### src/rtl/mult_ctrl_pkg.sv
// ============================================================================
// mult_ctrl_pkg : shared types and defaults for the shift-add multiplier control
// Revision 1.0
// ============================================================================
`default_nettype none

package mult_ctrl_pkg;

  localparam int N_BITS_DEF = 8;

  typedef enum logic [2:0] {
    IDLE  = 3'd0,
    CLEAR = 3'd1,
    ADD   = 3'd2,
    SHIFT = 3'd3,
    HOLD  = 3'd4
  } state_t;

endpackage

`default_nettype wire

### src/rtl/mult_control.sv
// ============================================================================
// mult_control : sequencing FSM for the 8-bit shift-add signed multiplier
// Revision 1.0
// ============================================================================
`default_nettype none

module mult_control
  import mult_ctrl_pkg::*;
#(
  parameter int N_BITS = N_BITS_DEF
) (
  input  logic Clk,
  input  logic Reset_n,
  input  logic Run,
  input  logic ClearA_LoadB,
  input  logic M,
  output logic clr_ax,
  output logic ld_b,
  output logic ld_ax,
  output logic fn,
  output logic shift_en,
  output logic busy,
  output logic done
);

  localparam int CNT_W = $clog2(N_BITS + 1);
  localparam logic [CNT_W-1:0] LAST_ITER = CNT_W'(N_BITS - 1);

  state_t           state_q, state_d;
  logic [CNT_W-1:0] cnt_q, cnt_d;
  logic             last_iter;

  assign last_iter = (cnt_q == LAST_ITER);

  always_ff @(posedge Clk or negedge Reset_n) begin
    if (!Reset_n) begin
      state_q <= IDLE;
      cnt_q   <= '0;
    end else begin
      state_q <= state_d;
      cnt_q   <= cnt_d;
    end
  end

  always_comb begin
    state_d = state_q;
    cnt_d   = cnt_q;
    case (state_q)
      IDLE: begin
        if (!ClearA_LoadB && Run) state_d = CLEAR;
      end
      CLEAR: begin
        cnt_d   = '0;
        state_d = ADD;
      end
      ADD: state_d = SHIFT;
      SHIFT: begin
        cnt_d   = cnt_q + 1'b1;
        state_d = last_iter ? HOLD : ADD;
      end
      HOLD: begin
        if (!Run) state_d = IDLE;
      end
      default: state_d = IDLE;
    endcase
  end

  // Outputs are gated by Reset_n so an asserted reset forces every strobe low,
  // even the IDLE-state ClearA_LoadB response.
  always_comb begin
    clr_ax   = 1'b0;
    ld_b     = 1'b0;
    ld_ax    = 1'b0;
    fn       = 1'b0;
    shift_en = 1'b0;
    busy     = 1'b0;
    done     = 1'b0;
    if (Reset_n) begin
      case (state_q)
        IDLE: begin
          ld_b   = ClearA_LoadB;
          clr_ax = ClearA_LoadB;
        end
        CLEAR: begin
          clr_ax = 1'b1;
          busy   = 1'b1;
        end
        ADD: begin
          busy  = 1'b1;
          ld_ax = M;
          fn    = last_iter;
        end
        SHIFT: begin
          shift_en = 1'b1;
          busy     = 1'b1;
        end
        HOLD:    done = 1'b1;
        default: ;
      endcase
    end
  end

endmodule

`default_nettype wire

### config.mk
export PLATFORM = sky130hd
export DESIGN_NAME = mult_control
export DESIGN_NICKNAME = d
export VERILOG_FILES = /design/src/rtl/mult_ctrl_pkg.sv /design/src/rtl/mult_control.sv
export SDC_FILE = /design/constraint.sdc
export NUM_CORES = 1
export LEC_CHECK = 0
export CORE_AREA = 4 4 41 43
export CTS_CLUSTER_DIAMETER = 120
export CTS_CLUSTER_SIZE = 10
export DETAILED_ROUTE_END_ITERATION = 6
export DIE_AREA = 0 0 45 47
export PLACE_DENSITY_LB_ADDON = 0.2
export SLEW_MARGIN = 20
export SYNTH_ARGS = -nofsm -noshare
export SYNTH_HDL_FRONTEND = slang
export SYNTH_SLANG_ARGS = --single-unit
### constraint.sdc
create_clock -name Clk -period 2.1 [get_ports Clk]
set_input_delay 0.42 -clock Clk [delete_from_list [all_inputs] [get_ports Clk]]
set_output_delay 0.42 -clock Clk [all_outputs]
set_load 0.005 [all_outputs]
## Word level (Yosys, flattened, before mapping)

Cells that the tools add are included.

- Add/subtract/negate cells: 1
- Equal/unequal tests: 7
- Multiplexer cells: 19
- Reduce and logical (&&, ||, !) cells: 6

Operator list:

| operator | count |
|---|---|
| one-hot mux 3 bit (5 select lines) | 1 |
| 2-to-1 mux 1 bit | 13 |
| 2-to-1 mux 3 bit | 3 |
| one-hot mux 4 bit (2 select lines) | 1 |
| equality test 3 x 2 -> 1 bit, second input constant | 2 |
| adder 4 x 1 -> 4 bit, second input constant | 1 |
| equality test 4 x 3 -> 1 bit, second input constant | 1 |
| != test 2 bit, second input constant | 2 |
| equality test 3 x 1 -> 1 bit, second input constant | 1 |
| equality test 3 bit, second input constant | 1 |
| logical NOT 3 bit | 1 |
| OR reduction 3 bit | 1 |
| one-hot mux 1 bit (2 select lines) | 1 |
| AND reduction 2 bit | 1 |
| nonzero test 2 bit | 1 |
| logical AND 1 bit | 1 |
| logical NOT 1 bit | 1 |

- Register bits after elaboration: 7
- Bits of input ports: 5
- Output and inout port bits: 7
- Word-level logic and storage cells: 35

## Depth between registers and ports, before layout

Gate-level depths: netlist of run 1.

- Word-level depth: 4
- Gate-level depth with buffers: 4

## Worst setup path after synthesis of run 1

No wires, ideal clock.

- Path kind: in2out
- Start: input Reset_n
- End: output clr_ax
- Data arrival time: 0.917 ns
- Required time: 1.680 ns
- Setup slack: 0.763 ns
- Stages on the path: 3
- Buffers on the path: 0
- Path through: nor2b_1 -> and3_4 -> a31o_2

- Word-level cells in the longest chain between the ends: 1

Ends and longest elaborated chain:

| element | line | source |
|---|---|---|
| from (decl) | mult_control.sv:13 | `input logic Reset_n,` |
| 2-to-1 mux 1 bit | mult_control.sv:78 | `if (Reset_n) begin` |
| to (decl) | mult_control.sv:17 | `output logic clr_ax,` |

No other way between the ends.

## Final worst setup path of run 1

- Start: input ClearA_LoadB
- End: output ld_b

- Word-level cells in the longest chain between the ends: 2

Ends and longest elaborated chain:

| element | line | source |
|---|---|---|
| from (decl) | mult_control.sv:15 | `input logic ClearA_LoadB,` |
| 2-to-1 mux 1 bit | mult_control.sv:79 | `case (state_q)` |
| 2-to-1 mux 1 bit | mult_control.sv:78 |  |
| to (decl) | mult_control.sv:18 | `output logic ld_b,` |

No other way between the ends.

==> flow_summary.toml, run 1 <==
[setup_path]
r2r_setup_slack_ns = 1.00
r2r_end = "cnt_q[2]"
cp.arrival_ns = 1.57
critPathCaptureType = "primary output"
cp_max_fo = 2
cp_common_cell = "clkdlybuf4s50_1"
path_cells = "clkdlybuf4s50_1, and3_4, clkdlybuf4s50_1"
slowest_delay_ns = 0.49
r2r-start = "cnt_q[0]"
crit_slowest_cell = "clkdlybuf4s50_1"
critPathLaunchType = "primary input"
cp_data_required_time_ns = 1.68
crit_family = "buffers and inverters"
path_buf_inv = 2
criticalPathCategory = "primary input to primary output"
r2r_cells = 4

[place]
hpwl_microns = 743.4
gp_congestion = 0.6995
port_buffers = 11
pre_cts_ws_ns = -0.2295
dpl-instance-area_sq_um = 586.8

[timing]
final.setup.worst_slack_ns = 0.1138
relSlewSlack_pct = 84.72
finalMaxSlewViolations = 0
setup_viol = 0
fin_tns_setup_ns = 0
worst_slew_pin_slew_ns = 0.2267
finalCritPeriodShare_pct = 94.58
fmax_mhz = 503.5
fin_crit_ns = 1.986
finalHoldViolations = 0
skew_ns = 0.002538
rsz0062_at_grt = "false"

[pwr]
internal-power_uw = 429.3
peakVddDrop_mv = 0.5795
switching_share_pct = 38.16
p_sw_uw = 264.9
comb_power_share_pct = 44.3
power_leakage_uw = 0.0002905
p_per_area_nw_per_um2 = 1107
p_seq_share_pct = 37.8
pwr-share-clk_pct = 17.9

[logic_synthesis]
ys_ff_latch = 7
synth_nets = 53
syn_area_per_cell_sq_um = 9.184
ys_seq_area_share_pct = 40.58
synth_edf_count = 0
ys.flop_type = "dfrtp_1"
synth_top_cell_by_area = "dfrtp_1"
netlist_top_cells_area = "dfrtp_1 41%, nand2_1 5.2%, nor2_1 4.3%, o311ai_2 3.8%, nand3_1 3.5%"
async_flop_share_pct = 100.0
synth_area_sq_um = 431.7
synthCells = 47
ys_warn_count = 0
synth_most_common_cell = "dfrtp_1"
synth_top_cell_area_share_pct = 40.58
synth_commonest_cells = "7 x dfrtp_1, 6 x nand2_1, 5 x nor2_1"
yosysUniqueCellTypes = 23

[layout]
fin_nets = 73
n_antenna_cell = 0
drive_gt1_share_pct = 28.79
n_fill_cell = 125
final_cell_area_sq_um = 626.9
ff_latch_area_sq_um = 178.9
area_growth_pct = 45.22
multi_input_area_sq_um = 236.5
final_core_util_pct = 48.17

[routing]
vias = 393
drc_errors = 0
wl_microns = 929
antenna_left = 0
drtIter0Drc = 1
first_pass_iters = 2
avgViaCountPerCell = 4.852
wire_per_inst_microns = 11.47

[grt]
grt_max_degree = 11
track_usage_pct = 11.08
grt_antenna_before_repair = 0
first_global_vias = 380
grt_first_pass_wirelength_microns = 1573
gr-total-overflow = 0

[job]
max_cap_viol_count = 0

[floorplan]
die_w_microns = 45
dieHeight_microns = 47
ios = 12
die-area_sq_um = 2115
num_rows = 13
core_area_sq_um = 1301
start_util_pct = 33.17

[run_status]
status = "finished clean"

[worst_hold_path]
hold_class = "primary input to asynchronous set/reset pin"

[clock_network]
ctsHoldBuffers = 0
cts_tree = "yes"
numCtsBuffers = 3
cts_buffer_depth = 2
clock-root-buffer = "clkbuf_4"
clock_latency_ns = 0.25
h-tree-depth = 1
clock-sinks = 7
clk_pin_slew_worst_paths_ns = 0.05
-- power by group through the flow --
stage / Sequential [uW] / Combinational (uW) / Clock (uW)
floorplan: 221 / 244 / 0
global placement: 255 / 303 / 0
detailed placement: 256 / 310 / 0
CTS: 259 / 311 / 133
global route: 274 / 345 / 142
finish: 263 / 308 / 124
-- logic make-up (layout without fill, tap and decap cells) --
kind of cell | count (synthesis) | count (layout) | share of synthesized area [%]
buffers and inverters | 5 | 24 | 6.957
and+or+nand+nor | 25 | 25 | 32.75
DFF | 7 | 7 | 40.58
adders and majority gates | 1 | 1 | 2.898
AOI/OAI and AO/OA | 8 | 8 | 14.49
muxes | 1 | 1 | 2.319
-- timing repair --
item,CTS,global route
resized for setup,5,5
endpoints found under the setup margin,7,4
setup buffers,0,0
pin swaps,0,0
cloned,0,0
-- metrics by stage --
stage	hold WS (ns)	std cells	total power, uW
2_1_floorplan	0.1244	47	464.8
3_3_place_gp	0.4928	77	558.2
3_5_place_dp	0.5051	77	565.9
4_1_cts	0.2337	81	702.5
5_1_grt	0.2476	81	760.7
6_report	0.2466	81	694.2
-- registers in the layout, summed over array words and instances (netlist names) --
name and cells:
state_q 3, cnt_q 4
-- area by class of cell --
| cell class | instances | share of cell area, % |
|---|---|---|
| clock buffer | 4 | 4.192 |
| inverter | 3 | 1.796 |
| multi-input combinational | 35 | 37.72 |
| sequential | 7 | 28.54 |
| tap | 15 | 2.994 |
| timing repair buffer | 17 | 24.75 |
-- placed cells by master, fill, tap and decap left out, drive strengths merged, types with 2 or more instances in the layout --
cell type | synthesis | routed
nor4 | 2 | 2
clkdlybuf4s50 | 0 | 8
nand3b | 2 | 2
inv | 3 | 3
nor2 | 5 | 5
clkbuf | 0 | 4
nand3 | 3 | 3
nand2b | 3 | 3
buf | 2 | 6
dlygate4sd2 | 0 | 2
o21ai | 3 | 3
dfrtp | 7 | 7
nand2 | 6 | 6
-- how the worst max path moves through the flow --
| stage | from | end | slack (ns) | cells past startpoint |
|---|---|---|---|---|
| floorplan | Reset_n | clr_ax | 0.76 | 3 |
| global placement | Reset_n | clr_ax | -0.22 | 5 |
| detailed placement | Reset_n | clr_ax | -0.23 | 5 |
| CTS | state_q[0] | clr_ax | 0.02 | 4 |
| global route | state_q[0] | shift_en | 0.01 | 4 |
| finish | ClearA_LoadB | ld_b | 0.11 | 3 |
-- per-layer routing --
| metal | routed length, microns | vias up | GRT usage (%) |
|---|---|---|---|
| li1 | - | 205 | - |
| met1 | 443 | 173 | 12.82 |
| met2 | 382 | 10 | 15.54 |
| met3 | 69 | 5 | 3.065 |
| met4 | 34 | 0 | 12.28 |
| met5 | 0 | - | 0 |
-- worst reg2reg max path, cell delays in order (launching register included) --
cell and delay (ns):
dfrtp_1 0.40, ha_1 0.24, nand3b_1 0.09, mux2i_1 0.07, a22o_1 0.18
Note: power is estimated with default switching activity, not from simulation.
==> run 2, diff against run 1 <==
Settings changed: CTS_BUF_LIST set to sky130_fd_sc_hd__clkbuf_16.
==> run 2 against run 1 <==
Compared with the run above: register-to-register slack about the same; clock skew shrank 0.00056 ns; design area increased by 8.4%; first-iteration DRC count increased to 11 times the previous value; utilization increased by 4.0 points; critical endpoint unchanged; sequential share of layout area down 2.2 points; global-route usage grew 0.080 points; critical path depth did not move.
==> flow_summary.toml, run 2 (synthesis gave the netlist of run 1 again) <==
[run_status]
status = "finished clean"

[clock_network]
post_cts_buffers = 0
ctsHoldBuffers = 0
ctsResizeCount = 4
clk_pin_slew_worst_paths_ns = 0.04
h-tree-depth = 1
cts_buffer_depth = 2
clock_latency_ns = 0.23
clock-root-buffer = "clkbuf_16"
cts_tree = "yes"
clock-sinks = 7
numCtsBuffers = 3

[grt]
first_global_vias = 384
grt_first_pass_wirelength_microns = 1621
track_usage_pct = 11.16
grt_max_degree = 11
gr-total-overflow = 0
grt_antenna_before_repair = 0

[place]
gp_congestion = 0.6995
port_buffers = 11
dpl-instance-area_sq_um = 586.8
pre_cts_ws_ns = -0.2295
hpwl_microns = 743.4

[setup_path]
criticalPathCategory = "primary input to primary output"
cp.arrival_ns = 1.57
critPathCaptureType = "primary output"
cp_data_required_time_ns = 1.68
cp_max_fo = 2
critPathLaunchType = "primary input"

[pwr]
internal-power_uw = 604.6
comb_power_share_pct = 34.6
p_per_area_nw_per_um2 = 1311
power_leakage_uw = 0.0003175
switching_share_pct = 32.09
p_sw_uw = 285.7
pwr-share-clk_pct = 35.8
peakVddDrop_mv = 0.7455
p_seq_share_pct = 29.7

[timing]
fmax_mhz = 503.5
rsz0062_at_grt = "false"
setup_viol = 0
finalHoldViolations = 0
finalCritPeriodShare_pct = 94.58
worst_slew_pin_slew_ns = 0.2301
fin_crit_ns = 1.986
finalMaxSlewViolations = 0
relSlewSlack_pct = 84.50
holdWs_ns = 0.2774
final.setup.worst_slack_ns = 0.1139
skew_ns = 0.001979

[floorplan]
die_w_microns = 45
num_rows = 13
start_util_pct = 33.17
die-area_sq_um = 2115
ios = 12
core_area_sq_um = 1301
dieHeight_microns = 47

[routing]
antenna_left = 0
first_pass_iters = 4
drtIter0Drc = 11
wl_microns = 970
wire_per_inst_microns = 11.98
avgViaCountPerCell = 4.852
drc_errors = 0
vias = 393

[worst_hold_path]
hold_class = "primary input to asynchronous set/reset pin"

[layout]
final_cell_area_sq_um = 679.4
layout_commonest_cell = "clkdlybuf4s50_1"
largest_reg_flops = 4
top_register = "cnt_q"
top_regs = "cnt_q: 4 flops, state_q: 3 flops"
drive_gt1_share_pct = 27.27
area_growth_pct = 57.39
ff_latch_area_sq_um = 178.9
final_cell_mix = "8 x clkdlybuf4s50_1, 6 x nand2_1, 6 x buf_4"
n_antenna_cell = 0
fin_nets = 73
n_fill_cell = 119
multi_input_area_sq_um = 236.5

[job]
max_cap_viol_count = 0
==> run 2: critical path, cell delays in order <==
cell             delay, ns
clkdlybuf4s50_1       0.48
and3_4                0.17
clkdlybuf4s50_1       0.49
==> run 2: worst paths after layout <==
kind	cells after the start	endpoint	from	slack, ns
hold reg to reg	1	state_q[0]	state_q[2]	0.51
max in group asynchronous	3	state_q[2]	Reset_n	1.57
hold / removal	2	state_q[0]	Reset_n	0.28
min in group Clk	1	state_q[0]	state_q[2]	0.51
setup / recovery	3	ld_b	ClearA_LoadB	0.11
setup reg to reg	4	cnt_q[2]	cnt_q[0]	1.01
==> run 2: layer usage <==
layer	vias to the layer above	global-route usage [%]	part of all wire, %
li1	204	-	-
met3	4	4.215	6.8
met1	176	13.52	47
met4	0	8.772	3.4
met2	9	15.82	42
met5	-	0	0
==> run 2: power by group through the flow <==
stage               logic (uW)  clock network, uW  registers [uW]
floorplan                  244                  0             221
global placement           303                  0             255
detailed placement         310                  0             256
CTS                        311                325             257
global route               345                337             275
finish                     308                318             264
==> run 2: area by class of cell <==
type                       instances  area share (%)
clock inverter                     1          0.5525
multi-input combinational         35           34.81
tap                               15           2.762
sequential                         7           26.34
clock buffer                       3           11.05
timing repair buffer              17           22.84
inverter                           3           1.657
==> run 2: per-stage QoR <==
stage / power (uW) / cells / setup TNS (ns) / util (%)
floorplan: 464.8 / 47 / 0 / -
global placement: 558.2 / 77 / -0.7938 / 45.10
detailed placement: 565.9 / 77 / -0.8335 / 45.10
CTS: 893.5 / 81 / 0 / 51.54
global route: 956.7 / 81 / 0 / 52.21
finish: 890.4 / 81 / 0 / 52.21
